`src/rtl/ahb_slave_regfile.sv`:
```
// AHB-Lite responder holding REG_NUM little-endian 32-bit registers with
// programmable wait states, byte/halfword/word lanes and two-cycle ERROR.
module ahb_slave_regfile #(
  parameter int unsigned AHB_ADDR_WIDTH    = 32,
  parameter int unsigned SLAVE_SPACE_WIDTH = 10,
  parameter int unsigned REG_NUM           = 16,
  parameter int unsigned WAIT_STATES       = 0
) (
  input  logic                      ahb_clk_in,
  input  logic                      ahb_rstn_in,
  input  logic                      ahb_sel_in,
  input  logic [AHB_ADDR_WIDTH-1:0] ahb_addr_in,
  input  logic [1:0]                ahb_trans_in,
  input  logic                      ahb_write_in,
  input  logic [2:0]                ahb_size_in,
  input  logic [31:0]               ahb_wdata_in,
  input  logic                      ahb_ready_in,
  output logic                      ahb_readyout_out,
  output logic                      ahb_resp_out,
  output logic [31:0]               ahb_rdata_out
);

  localparam int unsigned OFF_W = SLAVE_SPACE_WIDTH;
  localparam int unsigned IDX_W = (REG_NUM > 1) ? $clog2(REG_NUM) : 1;
  localparam int unsigned CNT_W = 4;

  typedef enum logic [2:0] {
    ST_IDLE = 3'd0,
    ST_WAIT = 3'd1,
    ST_DONE = 3'd2,
    ST_ERR1 = 3'd3,
    ST_ERR2 = 3'd4
  } state_e;

  state_e             state_q;
  logic [CNT_W-1:0]   cnt_q;
  logic [IDX_W-1:0]   idx_q;
  logic [3:0]         be_q;
  logic               write_q;
  logic               readyout_q;
  logic               resp_q;
  logic [31:0]        regs_q [REG_NUM];

  logic [OFF_W-1:0]   offset_c;
  logic               accept_c;
  logic               illegal_c;
  logic [3:0]         be_c;
  logic               unused_c;

  assign offset_c = ahb_addr_in[OFF_W-1:0];
  assign accept_c = ahb_sel_in & ahb_ready_in & ahb_trans_in[1];
  assign unused_c = ^{ahb_addr_in[AHB_ADDR_WIDTH-1:OFF_W], ahb_trans_in[0]};

  // Address-phase legality: size, window range and natural alignment.
  always_comb begin
    illegal_c = 1'b0;
    if (ahb_size_in > 3'd2)
      illegal_c = 1'b1;
    if (32'(offset_c) >= 32'(REG_NUM * 4))
      illegal_c = 1'b1;
    if ((ahb_size_in == 3'd1) && offset_c[0])
      illegal_c = 1'b1;
    if ((ahb_size_in == 3'd2) && (offset_c[1:0] != 2'b00))
      illegal_c = 1'b1;
  end

  always_comb begin
    be_c = 4'b1111;
    case (ahb_size_in)
      3'd0:    be_c = 4'b0001 << offset_c[1:0];
      3'd1:    be_c = offset_c[1] ? 4'b1100 : 4'b0011;
      default: be_c = 4'b1111;
    endcase
  end

  // Response FSM, address-phase capture and register commit.
  always_ff @(posedge ahb_clk_in or negedge ahb_rstn_in) begin
    if (!ahb_rstn_in) begin
      state_q    <= ST_IDLE;
      cnt_q      <= '0;
      idx_q      <= '0;
      be_q       <= '0;
      write_q    <= 1'b0;
      readyout_q <= 1'b1;
      resp_q     <= 1'b0;
      for (int i = 0; i < int'(REG_NUM); i++)
        regs_q[i] <= '0;
    end else begin
      case (state_q)
        ST_WAIT: begin
          if (cnt_q == '0) begin
            state_q    <= ST_DONE;
            readyout_q <= 1'b1;
          end else begin
            cnt_q <= cnt_q - CNT_W'(1);
          end
        end
        ST_ERR1: begin
          state_q    <= ST_ERR2;
          readyout_q <= 1'b1;
          resp_q     <= 1'b1;
        end
        default: begin
          if ((state_q == ST_DONE) && write_q) begin
            for (int b = 0; b < 4; b++)
              if (be_q[b])
                regs_q[idx_q][8*b +: 8] <= ahb_wdata_in[8*b +: 8];
          end
          // The closing cycle of a transfer doubles as the next address phase.
          if (accept_c) begin
            idx_q   <= offset_c[IDX_W+1:2];
            be_q    <= be_c;
            write_q <= ahb_write_in;
            if (illegal_c) begin
              state_q    <= ST_ERR1;
              readyout_q <= 1'b0;
              resp_q     <= 1'b1;
            end else if (WAIT_STATES > 0) begin
              state_q    <= ST_WAIT;
              cnt_q      <= CNT_W'(WAIT_STATES - 1);
              readyout_q <= 1'b0;
              resp_q     <= 1'b0;
            end else begin
              state_q    <= ST_DONE;
              readyout_q <= 1'b1;
              resp_q     <= 1'b0;
            end
          end else begin
            state_q    <= ST_IDLE;
            write_q    <= 1'b0;
            readyout_q <= 1'b1;
            resp_q     <= 1'b0;
          end
        end
      endcase
    end
  end

  assign ahb_readyout_out = readyout_q;
  assign ahb_resp_out     = resp_q;
  assign ahb_rdata_out    = ((state_q == ST_DONE) && !write_q) ? regs_q[idx_q] : 32'h0;

endmodule
```
`config.mk`:
```
export PLATFORM = sky130hd
export DESIGN_NAME = ahb_slave_regfile
export DESIGN_NICKNAME = d
export VERILOG_FILES = /design/src/rtl/ahb_slave_regfile.sv
export SDC_FILE = /design/constraint.sdc
export NUM_CORES = 1
export LEC_CHECK = 0
export ABC_AREA = 1
export CORE_MARGIN = 10
export CORE_UTILIZATION = 50
export CTS_CLUSTER_SIZE = 20
export DETAILED_ROUTE_END_ITERATION = 8
export HOLD_SLACK_MARGIN = 0.02
export PLACE_DENSITY = 0.68
export SLEW_MARGIN = 20
export SYNTH_ARGS = -nofsm -noshare
export SYNTH_HDL_FRONTEND = slang
export SYNTH_SLANG_ARGS = --single-unit
export TNS_END_PERCENT = 5
```
`constraint.sdc`:
```
create_clock -name ahb_clk_in -period 2.2 [get_ports ahb_clk_in]
set_clock_uncertainty 0.1 [all_clocks]
set_input_delay 0.44 -clock ahb_clk_in [delete_from_list [all_inputs] [get_ports ahb_clk_in]]
set_output_delay 0.44 -clock ahb_clk_in [all_outputs]
set_load 0.01 [all_outputs]
```
# Word level (Yosys, flattened, before mapping)
# Cells that the tools add are included.
totals:
  in_bits: 74
  out_inout_bits: 34
  regBits: 530
  memories: 0
  ram_bits: 0
  latch_bits: 0
  romBits: 0
classes:
  n_div: 0
  n_reduce_logical: 13
  shifts: 1
  muxes: 44
  n_eq_ne: 6
  n_bitwise: 5
  addsub: 1
  mul: 0
  n_lt_le_gt_ge: 4
op_table:
  columns: ["op", "count"]
  rows:
  - ["$mux 512", 10]
  - ["$bwmux 512", 4]
  - ["$demux 32 s4", 4]
  - ["$bmux 32 s4", 1]
  - ["$mux 32", 4]
  - ["$mux 24", 1]
  - ["$mux 16", 1]
  - ["$mux 1", 11]
  - ["$ge 10x7->1 const B", 1]
  - ["$eq 3x2->1 const B", 3]
  - ["$mux 8", 1]
  - ["$pmux 4 s2", 1]
  - ["$eq 3x1->1 const B", 2]
  - ["$mux 3", 2]
  - ["$pmux 3 s2", 1]
  - ["$reduce_and 2->1", 3]
  - ["$ge 5x5->1 const B", 1]
  - ["$logic_and 1x1->1", 5]
  - ["$lt 5x1->1 const B", 1]
  - ["$not 4->5", 1]
  - ["$logic_not 4->1", 1]
  - ["$mux 4", 1]
  - ["$pmux 1 s2", 2]
  - ["$shl 1x2->4 const A", 1]
  - ["9 further kinds", 11]

# Logic depth before layout (Yosys ltp)
# Gate-level depths: netlist of run 1.
depth:
  ltp_word: 19
  mapped_depth: 12
  mapped_depth_nobuf: 9

# Worst setup path before layout of run 1
# Ideal clock, no wire load.
synth_timing:
  kind: "reg2out"
  start: "register idx_q[0]"
  end: "output port ahb_rdata_out[14]"
  arrival_ns: 1.543
  required_time_ns: 1.660
  path_stages_with_launch: 13
  path_slack_ns: 0.117
  n_path_buf: 3
  cell_sequence: "dfrtp_1 > buf_2 > inv_2 > buf_2 > clkbuf_1 > nand2_1 > nand2_1 > nand2_1 > nand2_1 > nand2_1 > nand2_1 > nor2_1 > nor2_1"
synth_via:
  elab_chain_cells: 5
synth_lines:
  columns: ["item", "line_no", "text"]
  rows:
  - ["from (decl)", "37", "logic [IDX_W-1:0] idx_q;"]
  - ["from (signal assigned)", "111", "idx_q <= offset_c[IDX_W+1:2];"]
  - ["$not 4->5 (not written as such)", "141", "assign ahb_rdata_out = ((state_q == ST_DONE) && !write_q) ? regs_q[idx_q] : 32'h0;"]
  - ["$bmux 32 s4", "141", null]
  - ["$mux 32 (not written as such) (2 in series)", "141", null]
  - ["$mux 32", "141", null]
  - ["to (decl)", "20", "output logic [31:0] ahb_rdata_out"]
# Every way passes these cells. The select of a mux whose other input is x is not followed.

# Worst setup path in the final report of run 1
layout_timing:
  start: "register idx_q[0]"
  end: "output port ahb_rdata_out[16]"
# The elaborated chain is that of the path after synthesis.

==> metrics.md, run 1 <==
| Metric | Value |
|---|---|
| Initial antenna violation count | 1 |
| Post-Place Cell Area | 27900 µm² |
| Hold Vio Cnt, Final | 0 |
| Initial Utilization | 50.5% |
| RR Startpoint | idx_q[0] |
| Clock Path Buffers | 3 |
| Worst path max stage delay | 0.52 ns |
| Remaining DRCs | 0 |
| Terminus of the critical flop-to-flop path | regs_q[431] |
| Detailed placement HPWL | 49200 µm |
| Gr usage total | 25.4% |
| Place WS | -0.510 ns |
| Die Height | 245 µm |
| Root Buffer | clkbuf_16 |
| Most frequent cells in the layout | nand2_1 (1815), dfrtp_1 (527), o21ai_1 (353) |
| Antenna viol nets, final | 0 |
| WL per Instance | 18.2 µm |
| Port Buffers | 84 |
| Ant diodes | 0 |
| RSZ-0062 raised after global routing | yes |
| Slowest CP cell | dfrtp_4 |
| Layout cells sized above 1 | 14.7% |
| CP Buf/Inv Count | 5 |
| Crit-path leading delay family | buffers and inverters |
| YS warnings | 0 |
| Fmax | 334 MHz |
| Sequential element share of the synthesized area | 52.5% |
| GRT overflow | 0 |
| Layout area overhead | 23.4% |
| Violated checks | setup timing |
| Slew @ Worst Pin | 0.582 ns |
| Synthesized flop and latch total | 530 |
| Crit path top cell by count | nand2_1 |
| Vias | 23100 |
| Largest family of logic cells by synthesized area | simple AND/OR/NAND/NOR gates |
| Max-cap violations | 0 |
| Final Power | 0.0280 W |
| Post-Route WL | 77200 µm |
| Netlist cell types | 28 |
| Post-layout util | 62.2% |
| First-pass GRT wire length | 122000 µm |
| Core area | 50100 µm² |
| Post-synthesis mux area share | 0.0446% |
| XOR/XNOR Fraction of Synth Area | 0.0693% |
| Post-Syn Area per Cell | 7.48 µm² |
| Critical Path, Cell by Cell | buf_12 -> clkinv_16 -> buf_12 -> buf_12 -> nand2_1 -> nand2_1 -> nand2_1 -> nand2_1 -> nand2_2 -> nand2_2 -> nor2_4 -> nor2_2 -> buf_2 |
| CTS tree | yes |
| Post-Syn Instances | 3375 |
| Most common cell after layout, fill and taps aside | nand2_1 |
| Number of global-route vias before repair | 22500 |
| Lkg Pwr | 17.0 nW |
| Minimum clock period | 3.00 ns |
| CTS Buf Count | 58 |
| Final worst slack | -0.798 ns |
| Hold Crit Class | primary input to asynchronous set/reset pin |
| CP arrival | 2.46 ns |
| Clk slew on worst S/H paths | 0.06 ns |
| Period utilisation layout | 136% |
| Htree depth | 2 |
| Synth Area in Compound Gates | 10.5% |
| Post-Synth Adder-Cell Area | 0.0495% |
| Worst Path Required | 1.66 ns |
| Die area | 59900 µm² |
| R2r worst-path depth | 13 |
| Worst setup EP type | output port |
| WS Path Type | flop to output port |
| Maximum VDD drop | 0.645 mV |
| GPL Wtd Cong | 0.882 |
| Largest net degree at the start of global routing | 72 |
| Final nets | 3600 |
| Simple-Gate Fraction of Synth Area | 32.0% |
| I/O pins | 108 |
| P per Cell Area | 898 nW/µm² |
| Clk sink count | 530 |
| Pre-antenna DRT Iters | 5 |
| Status | complete, but fails checks |
| Vias per std cell | 5.44 |
| Clock latency at the later pin of the worst-skew pair | 0.63 ns |
| Initial drt markers | 2041 |
| Net Count, Synth | 3450 |
| Slew margin rel. | 61.1% |
| Worst reg2reg setup slack | -0.14 ns |
| Worst Setup Start Kind | flop |
| Maximum fanout along the worst path | 8 |
| Chip width | 245 µm |
| Fin. max-slew vios | 0 |
| Mapped Area | 25300 µm² |
| Final setup fails | 252 |
| Num rows | 82 |
| Worst Setup SP | idx_q[0] |
| Fin area | 31200 µm² |
-- cells in the mapped netlist --
cell type  number  area share, %
nor2_4          3           0.13
nor2_2         13           0.32
dfstp_2         1           0.10
nand3_1         3          0.059
xor2_1          1          0.035
nand4_4         1          0.084
mux2_2          1          0.045
nand4_1         1          0.025
nand2_1      1908             28
buf_1          14           0.21
nor2_1         83            1.2
nand2_2         6           0.15
clkbuf_1      124            1.8
o21ai_0       196            3.9
or2_2           1          0.025
buf_2          19           0.38
buf_6          15           0.67
nand2_4        35            1.6
xnor2_1         1          0.035
o21ai_1       333            6.6
buf_4          28           0.83
buf_8           1          0.059
dfrtp_1       529             52
nor2_8          1          0.079
a21oi_1         1          0.020
inv_2           5          0.074
inv_1          50           0.74
ha_1            1          0.050
-- kinds of logic (layout without fill, tap and decap cells) --
kind of cell,count (synthesis),in the layout
compound gates,530,530
xor+xnor,2,2
fa+ha+maj,1,1
buf+inv,256,452
flops,530,530
mux,1,1
simple gates,2055,2055
-- per-stage QoR --
stage                     TNS (ns)  hold WS (ns)  instances
after detailed placement    -16.87         0.274       4101
after floorplan                  0        0.0444       3375
after global placement      -14.87         0.272       4101
final                       -31.98         0.219       4243
after CTS                   -32.20         0.205       4234
after global routing        -55.36         0.221       4243
-- layout make-up --
class / instances / area, µm²
repair buffers: 290 / 3490
inverters: 55 / 235
repair inverters: 1 / 20.0
flip-flops and latches: 530 / 13300
multi-input cells: 2589 / 11400
clock buffers: 92 / 1750
fillers: 4369 / 18900
clock inverters: 14 / 145
well taps: 672 / 841
-- where the power goes --
part | internal (W) | total, W | switching (W) | leakage, nW
logic | 0.00292 | 0.00760 | 0.00468 | 11.2
clock network | 0.00567 | 0.00970 | 0.00403 | 0.940
registers | 0.0103 | 0.0107 | 0.000352 | 4.87
total | 0.0189 | 0.0280 | 0.00906 | 17.0
-- worst register-to-register path, stage by stage (launching register included) --
cell and delay, ns:
dfrtp_4 0.52, buf_12 0.17, clkinv_16 0.08, buf_12 0.14, clkbuf_16 0.15, buf_4 0.11
buf_6 0.12, nand2_8 0.08, nor2_4 0.16, buf_6 0.15, nand2_1 0.07, buf_6 0.19
nand2_1 0.07, o21ai_1 0.08
-- repair_timing --
action / 4_1_cts / 5_1_grt
gates resized for setup: 279 / 127
hold buffers: 1 / 0
gates cloned: 11 / 9
setup endpoints to repair: 68 / 413
setup buffers: 16 / 2
pin swaps: 37 / 44
endpoints found under the hold margin: 133 / 0
-- flip-flops by register name (all words and copies together) (netlist names) --
register,cells
ahb_resp_out,1
regs_q,512
ahb_readyout_out,1
cnt_q,4
idx_q,4
be_q,4
state_q,3
write_q,1
-- layer usage --
layer / global-route usage, % / wire [µm]
met4: 11.1 / 3090
met2: 40.9 / 36200
met1: 33.3 / 32600
met5: 0 / 17
met3: 4.28 / 5360
-- worst max-delay path by stage --
stage,to,slack (ns),cells past startpoint
6_report,ahb_rdata_out[16],-0.80,13
5_1_grt,ahb_rdata_out[22],-0.89,13
4_1_cts,ahb_rdata_out[16],-0.80,13
3_5_place_dp,ahb_rdata_out[24],-0.51,11
3_3_place_gp,ahb_rdata_out[8],-0.47,11
2_1_floorplan,ahb_rdata_out[14],0.12,12
Note: power is estimated with default switching activity, not from simulation.
==> run 2: changes to the inputs <==
==> constraint.sdc (replaced) <==
create_clock -name ahb_clk_in -period 2.2 [get_ports ahb_clk_in]
set_clock_uncertainty 0.1 [all_clocks]
set_input_delay 0.33 -clock ahb_clk_in [delete_from_list [all_inputs] [get_ports ahb_clk_in]]
set_output_delay 0.33 -clock ahb_clk_in [all_outputs]
set_load 0.01 [all_outputs]
==> metrics.md, run 2 (same netlist as run 1, synthesis figures left out) <==
| Metric | Value |
|---|---|
| Worst reg2reg setup slack | -0.03 ns (+0.11 ns) |
| Detailed placement HPWL | 47900 µm (-2.6%) |
| Met1 usage | 32.8% (-0.41 points) |
| WS Path Type | flop to output port |
| Fin. max-slew vios | 0 (unchanged) |
| P per Cell Area | 901 nW/µm² (+0.34%) |
| Final Power | 0.0279 W (-0.48%) |
| Chip width | 245 µm (unchanged) |
| GR Layer Usage met3 | 4.07% (-0.21 points) |
| Critical Path, Cell by Cell | buf_6 -> clkinv_8 -> buf_12 -> buf_12 -> buf_12 -> nand2_2 -> nand2_1 -> nand2_1 -> nand2_1 -> nand2_1 -> nand2_1 -> nor2_2 -> nor2_1 -> buf_2 |
| Clock latency at the later pin of the worst-skew pair | 0.61 ns (-0.02 ns) |
| Post-Route WL | 76300 µm (-1.1%) |
| Layout area overhead | 22.4% |
| Clk sink count | 530 (unchanged) |
| Violated checks | setup timing |
| Maximum fanout along the worst path | 7 (-1) |
| Status | complete, but fails checks |
| Clk slew on worst S/H paths | 0.06 ns (about the same) |
| Final setup fails | 38 (-85%) |
| Max reg flops | 512 (unchanged) |
| Final nets | 3590 (-0.28%) |
| Crit path top cell by count | nand2_1 |
| Final worst slack | -0.681 ns (+0.118 ns) |
| Worst Setup Start Kind | flop |
| Worst setup EP type | output port |
| GPL Wtd Cong | 0.877 (-0.54%) |
| Slew margin rel. | 54.3% (-6.9 points) |
| Terminus of the critical flop-to-flop path | regs_q[63] |
| Root Buffer | clkbuf_16 |
| Gr usage total | 25.1% (-0.25 points) |
| GRT overflow | 0 (unchanged) |
| Vias | 22700 (-1.6%) |
| RR Startpoint | idx_q[0] |
| Hold Vio Cnt, Final | 0 (unchanged) |
| Num rows | 82 (unchanged) |
| Slowest CP cell | dfrtp_4 |
| CP arrival | 2.45 ns (about the same) |
| CP Buf/Inv Count | 6 (+1) |
| Post-Place Cell Area | 27700 µm² (-0.45%) |
| Number of global-route vias before repair | 21800 (-2.9%) |
| Most used routing layer in global routing | met2 |
| Htree depth | 2 (unchanged) |
| Fin area | 30900 µm² (-0.82%) |
| Lkg Pwr | 17.3 nW (+1.4%) |
| Vias per std cell | 5.37 (-1.3%) |
| Slew @ Worst Pin | 0.685 ns (+0.104 ns) |
| Worst Path Required | 1.77 ns (+0.11 ns) |
| CTS tree | yes |
| Biggest register | regs_q |
| Core area | 50100 µm² (unchanged) |
| Remaining DRCs | 0 (unchanged) |
| R2r worst-path depth | 10 (-3) |
| Fillers | 4376 (+0.16%) |
| Place WS | -0.372 ns (+0.137 ns) |
| Routing usage on met2 | 40.6% (-0.29 points) |
| Port Buffers | 84 (unchanged) |
| Max-cap violations | 0 (unchanged) |
| Layout cells sized above 1 | 14.2% (-0.50 points) |
| Setup TNS | -19.31 ns (+12.67 ns) |
| Worst path max stage delay | 0.54 ns (+0.02 ns) |
| Crit-path leading delay family | buffers and inverters |
| Most common cell after layout, fill and taps aside | nand2_1 |
| WL per Instance | 18.1 µm (-0.78%) |
| Maximum VDD drop | 0.761 mV (+18%) |
| First-pass GRT wire length | 121000 µm (-1.4%) |
| CTS Buf Count | 55 (-5.2%) |
| RSZ-0062 raised after global routing | yes |
| Hold Crit Class | primary input to asynchronous set/reset pin |
| Initial Utilization | 50.5% (unchanged) |
| Die area | 59900 µm² (unchanged) |
| Initial drt markers | 2280 (+12%) |
| Crit path depth | 14 (+1) |
| Fmax | 347 MHz (+4.1%) |
| Antenna viol nets, final | 0 (unchanged) |
| Initial antenna violation count | 1 (unchanged) |
| Period utilisation layout | 131% (-5.3 points) |
| I/O pins | 108 (unchanged) |
| Pre-antenna DRT Iters | 6 (+1) |
| Ant diodes | 0 (unchanged) |
| Largest net degree at the start of global routing | 113 (+57%) |
| Minimum clock period | 2.88 ns (-0.118 ns) |
| Clock Path Buffers | 3 (unchanged) |
| Most frequent cells in the layout | nand2_1 (1825), dfrtp_1 (526), o21ai_1 (337) |
| Hold_ws | 0.0498 ns (-0.169 ns) |
| Die Height | 245 µm (unchanged) |
## run 2: changes by cell type in the layout (fill, tap and decap cells not counted), sizes merged
cell      before  now
buf          228  226
clkbuf       101   85
inv           58   56
clkinvlp       0    2
bufinv         2    5
## run 2: stage by stage
| stage | utilization, % | std cells |
|---|---|---|
| floorplan | - | 3375 |
| global placement | 55.4 | 4086 |
| detailed placement | 55.4 | 4086 |
| CTS | 61.0 | 4218 |
| global route | 61.7 | 4228 |
| finish | 61.7 | 4228 |
## run 2: layer usage
metal	wire length [µm]	vias to the layer above
li1	-	10900
met1	31900	10800
met3	5350	171
met4	3290	2
met5	7	-
met2	35700	839
## run 2: worst register-to-register path, delay by kind of cell, from the launching register on
kind | cells | cell delay [ns]
buffers and inverters | 5 | 0.84
AO/OA/AOI/OAI | 1 | 0.09
AND/OR/NAND/NOR | 4 | 0.47
flip-flops | 1 | 0.57
## run 2: worst max path at each step
stage	startpoint	endpoint	slack, ns
2_1_floorplan	idx_q[0]	ahb_rdata_out[14]	0.23
3_3_place_gp	idx_q[0]	ahb_rdata_out[5]	-0.36
3_5_place_dp	idx_q[0]	ahb_rdata_out[7]	-0.37
4_1_cts	idx_q[0]	ahb_rdata_out[28]	-0.64
5_1_grt	idx_q[0]	ahb_rdata_out[10]	-0.77
6_report	idx_q[0]	ahb_rdata_out[10]	-0.68
## run 2: cell type report
cell class	count	area, µm²	area share (%)
clock inverter	17	219	0.708
clock buffer	81	1600	5.19
multi-input combinational	2589	11300	36.4
timing repair inverter	1	16.3	0.0526
inverter	55	221	0.716
tap	672	841	2.72
timing repair buffer	283	3480	11.3
sequential	530	13300	42.9
## run 2: repair_timing
| action | 4_1_cts | 5_1_grt |
|---|---|---|
| gates cloned | 19 | 4 |
| setup endpoints to repair | 127 | 260 |
| hold endpoints to repair | 450 | 0 |
| pin swaps | 51 | 44 |
| setup buffers | 15 | 6 |
| hold buffers | 1 | 0 |
| gates resized for setup | 284 | 69 |
## run 2: where the power goes
part | switching, W | internal (W)
registers | 0.000365 | 0.0103
logic | 0.00462 | 0.00302
clock network | 0.00391 | 0.00560
==> run 3: changes to the inputs <==
CTS_CLUSTER_SIZE = default   (was 20)
==> results of run 3 <==
Final layout, timing and power as in run 2 (identical DEF).
